==> src/rtl/tc_to_signmag.sv <==
// tc_to_signmag: bit-serial two's-complement to sign-magnitude decoder.
// The operand is taken over in_valid/in_ready and walked LSB-first, one bit
// per cycle. The magnitude comes from the copy-until-first-one,
// invert-after rule. The sign and magnitude are then offered over
// out_valid/out_ready. Latency is a fixed WIDTH cycles from accept to
// out_valid.
module tc_to_signmag #(
  parameter int WIDTH = 8
) (
  input  logic             clk,
  input  logic             rst_n,
  input  logic             in_valid,
  output logic             in_ready,
  input  logic [WIDTH-1:0] in_data,
  output logic             out_valid,
  input  logic             out_ready,
  output logic             out_sign,
  output logic [WIDTH-1:0] out_mag
);

  localparam int CW = (WIDTH > 2) ? $clog2(WIDTH) : 1;

  typedef enum logic [1:0] {
    IDLE  = 2'd0,
    SHIFT = 2'd1,
    DONE  = 2'd2
  } state_t;

  state_t           state, state_nxt;
  logic [WIDTH-1:0] sr;        // operand, consumed LSB-first
  logic [WIDTH-1:0] mag;       // magnitude, assembled from the MSB end down
  logic             neg;       // latched operand sign
  logic             seen;      // a 1 has already gone past
  logic [CW-1:0]    cnt;       // index of the bit being processed

  logic             bit_in;
  logic             bit_out;
  logic             last_bit;
  logic             accept;
  logic             handoff;
  logic [WIDTH-1:0] mag_nxt;

  // A negative operand is negated serially. Bits up to and including the
  // first 1 are copied, and later bits are inverted. A non-negative operand
  // is copied unchanged. Zero therefore decodes to +0 and never to -0.
  assign bit_in   = sr[0];
  assign bit_out  = (neg && seen) ? ~bit_in : bit_in;
  assign mag_nxt  = {bit_out, mag[WIDTH-1:1]};
  assign last_bit = (cnt == CW'(WIDTH - 1));

  assign in_ready  = (state == IDLE);
  assign out_valid = (state == DONE);
  assign accept    = in_valid && in_ready;
  assign handoff   = out_valid && out_ready;

  // Next-state logic for the IDLE -> SHIFT -> DONE -> IDLE cycle.
  always_comb begin
    // NOTE: assigning a default before the case gives every path a value,
    // so no latch is inferred when a branch leaves state_nxt untouched.
    state_nxt = state;
    case (state)
      IDLE:    if (accept)   state_nxt = SHIFT;
      SHIFT:   if (last_bit) state_nxt = DONE;
      DONE:    if (handoff)  state_nxt = IDLE;
      default:               state_nxt = IDLE;
    endcase
  end

  // State register. The asynchronous reset abandons any operand in flight.
  always_ff @(posedge clk or negedge rst_n) begin
    // NOTE: sequential state uses non-blocking assignments, so every
    // register samples pre-edge values regardless of statement order.
    if (!rst_n) state <= IDLE;
    else        state <= state_nxt;
  end

  // Datapath. Load the operand on accept, then shift one bit per SHIFT
  // cycle. The finished result is copied into the output registers, which
  // hold it until the next conversion completes.
  always_ff @(posedge clk or negedge rst_n) begin
    if (!rst_n) begin
      sr       <= '0;
      mag      <= '0;
      neg      <= 1'b0;
      seen     <= 1'b0;
      cnt      <= '0;
      out_sign <= 1'b0;
      out_mag  <= '0;
    end else if (accept) begin
      sr   <= in_data;
      neg  <= in_data[WIDTH-1];
      seen <= 1'b0;
      cnt  <= '0;
      mag  <= '0;
    end else if (state == SHIFT) begin
      sr   <= sr >> 1;
      mag  <= mag_nxt;
      seen <= seen | bit_in;
      cnt  <= cnt + CW'(1);
      if (last_bit) begin
        out_sign <= neg;
        out_mag  <= mag_nxt;
      end
    end
  end

endmodule

==> config.mk <==
export PLATFORM = sky130hd
export DESIGN_NAME = tc_to_signmag
export DESIGN_NICKNAME = d
export VERILOG_FILES = /design/src/rtl/tc_to_signmag.sv
export SDC_FILE = /design/constraint.sdc
export NUM_CORES = 1
export LEC_CHECK = 0
export CAP_MARGIN = 10
export CORE_UTILIZATION = 47
export CTS_CLUSTER_SIZE = 12
export DETAILED_ROUTE_END_ITERATION = 6
export PLACE_DENSITY = 0.78
export SLEW_MARGIN = 40
export SYNTH_ARGS = -nofsm -noshare
export SYNTH_HDL_FRONTEND = slang
export SYNTH_SLANG_ARGS = --single-unit
==> constraint.sdc <==
create_clock -name clk -period 3.8 [get_ports clk]
set_input_delay 0.76 -clock clk [delete_from_list [all_inputs] [get_ports clk]]
set_output_delay 0.76 -clock clk [all_outputs]
set_load 0.1 [all_outputs]
==> flow_summary.ini <==
[cells_and_area]
utilization_pct = 60.7
finalNonFillerCells = 157
layout-drive-gt1-share_pct = 24.4
antenna_cells = 0
area_delta_synth_final_pct = 17.3
seq_area_um2 = 776
num-nets-final = 141
fill_cells = 242
multi_input_comb_area_um2 = 499

[die]
core-area_um2 = 2570
start_util_pct = 51.7
dieWidth_um = 55.1
die_area_um2 = 3040
die_h_um = 55.1
ios = 23
num_rows = 18

[worst_setup_path]
cp-end-kind = output pin
cp_max_fo = 12
crit_chain = inv_2, nor2_1, buf_4
crit_path_start_kind = flop
critPathSlowestCell = dfrtp_1
critPathArrivalTime_ns = 1.49
cpPeakStageDelay_ns = 0.57
setup.worst_path.class = reg2out
critical_path_required_ns = 3.04

[drt]
wirelength_um = 2330
drc_errors = 0
drtIter0Drc = 14
dr.pass1.iters = 4
num_vias = 897
final_antenna_net_count = 0
post_drt_wl_per_cell_um = 14.8
drt-vias-per-instance = 5.71

[cts]
cts_buffers = 5
cts_max_level = 2
postCtsResizedCells = 0
tritoncts = yes
cts.sinks = 31
cts_hold_buf = 0
root_buffer = clkbuf_4
clkLatencyLatePin_ns = 0.33
post-cts-setup-buffer-count = 0
cts_buffer_depth = 2
cts.reportedPaths.clkPinSlew_ns = 0.09

[hold_path]
hold_class = reg2reg

[global_routing]
antenna_found_initial = 0
overflow = 0
grt_start_max_net_pins = 32
grt_pass1_vias = 838
grt_pass1_wl_um = 3860
grt.total_usage_pct = 19.5

[status]
outcome = finished clean

[pwr]
finalPower_uw = 1490
swShare_pct = 46.4
peakVddDrop_v = 0.000626
pwr-share-comb_pct = 48.2
power.switching_uw = 692
pwr-share-seq_pct = 39.1
clock_power_share_pct = 12.8
leakage_uw = 0.000767
power_density_nw_per_um2 = 957
p_int_uw = 798

[yosys]
synth_fp_nets = 117
ys_warn_count = 0
syn-cell-area_um2 = 1330
ys_types = 26
avgSynthCellArea_um2 = 12.9
ys_seq_elements = 31
synth_cells = 103
ys_seq_area_share_pct = 58.4

[sta]
setup_viol = 0
final.setup.tns_ns = 0
rsz0062_at_grt = false
slew_headroom_pct = 60.9
hold_viol = 0
min_period_ns = 2.25
clock_skew_ns = 0.00620
drv_slew = 0
timing.hold.ws_ns = 0.493
fmax_ghz = 0.445
timing.final.crit_share_pct = 59.1
worst_pin_slew_ns = 0.585

[placed_design]
routabilityCongestion = 0.742
hpwl_um = 1610
io_buffers = 22
place_inst = 150

[job]
drv_cap = 0
==> cells in the final DEF (no fill, tap or decap) <==
cell type	synthesis	layout
dfrtp_1	31	31
o31ai_1	1	1
o22a_1	3	3
clkbuf_8	0	1
nand3b_4	1	1
inv_1	2	2
buf_2	3	9
a2bb2oi_1	7	7
nand2_1	4	4
nor2_1	7	7
inv_2	1	1
a21oi_1	3	3
o22ai_1	4	4
o21ai_1	2	2
buf_4	2	3
mux2_2	1	1
clkdlybuf4s50_1	0	11
ha_1	2	2
a22o_1	8	8
o21ai_0	5	5
o21bai_2	1	1
nor2_2	1	1
clkbuf_4	0	5
clkinv_2	0	1
nand3_1	1	1
nor2b_1	1	1
nand2b_1	3	3
mux2_4	7	7
xor2_1	1	1
==> kinds of logic after synthesis <==
kind of cell	count (synthesis)	share of synthesized area (%)
AO/OA/AOI/OAI	34	18.9
flip-flops	31	58.4
AND/OR/NAND/NOR	18	7.35
buffers and inverters	9	3.96
multiplexers	8	8.77
adder cells (fa/ha/maj)	2	1.88
XOR/XNOR	1	0.660
==> state kept, by name, indices dropped and copies added (netlist names) <==
signal and cells:
state 2, seen 1, neg 1, sr 8, mag 7, out_sign 1
out_mag 8, cnt 3
==> stage by stage <==
stage,setup slack [ns],cell area (um2)
finish,1.55,1560
global route,1.42,1560
CTS,1.54,1560
detailed placement,1.69,1500
global placement,1.59,1550
floorplan,1.13,1330
==> worst max-delay path, delay by kind of cell, from the launching register on <==
| kind | cells | cell delay (ns) |
|---|---|---|
| and+or+nand+nor | 1 | 0.13 |
| buffers and inverters | 2 | 0.46 |
| DFF | 1 | 0.57 |
==> area by class of cell <==
cell class | count | share of cell area, %
Inverter | 3 | 0.723
Sequential cell | 31 | 49.8
Tap cell | 30 | 2.41
Timing Repair Buffer | 23 | 11.4
Clock buffer | 6 | 3.29
Multi-Input combinational cell | 63 | 32.0
Clock inverter | 1 | 0.321
==> metal layers <==
| metal | vias up | wire [um] | GRT usage [%] |
|---|---|---|---|
| met1 | 445 | 1050 | 23.2 |
| met5 | - | 0 | 0 |
| met3 | 5 | 123 | 8.20 |
| li1 | 425 | - | - |
| met2 | 22 | 1110 | 31.1 |
| met4 | 0 | 42 | 7.50 |
==> power groups by stage <==
stage,sequential (uW),combinational (uW),clock (uW)
after floorplan,795,392,0
after global placement,579,738,0
after detailed placement,586,726,0
after CTS,583,725,195
after global routing,606,769,207
final,582,717,190
==> cells in the mapped netlist <==
library cell | instances | share of area [%]
buf_6 | 1 | 0.85
o21ai_0 | 5 | 1.9
xor2_1 | 1 | 0.66
a22o_1 | 8 | 5.3
o21ai_1 | 2 | 0.75
buf_2 | 3 | 1.1
nor2_1 | 7 | 2.0
mux2_2 | 1 | 0.85
o21bai_2 | 1 | 0.85
a21oi_1 | 3 | 1.1
o22a_1 | 3 | 2.0
nor2b_1 | 1 | 0.47
ha_1 | 2 | 1.9
o31ai_1 | 1 | 0.57
o22ai_1 | 4 | 1.9
inv_2 | 1 | 0.28
nand3_1 | 1 | 0.38
inv_1 | 2 | 0.57
mux2_4 | 7 | 7.9
nor2_2 | 1 | 0.47
buf_4 | 2 | 1.1
a2bb2oi_1 | 7 | 4.6
nand2_1 | 4 | 1.1
nand3b_4 | 1 | 1.5
dfrtp_1 | 31 | 58
nand2b_1 | 3 | 1.4
==> worst paths after layout <==
kind                       cells after the start    endpoint  startpoint  slack (ns)
max                                            3   out_valid    state[1]        1.55
max in group asynchronous                      2      mag[2]       rst_n        2.71
min in group asynchronous                      2    state[1]       rst_n        0.82
min reg2reg                                    2  out_mag[7]  out_mag[7]        0.49
min                                            2  out_mag[7]  out_mag[7]        0.49
max reg2reg                                    3      mag[7]    state[0]        2.21
(Power assumes the default switching activity.)
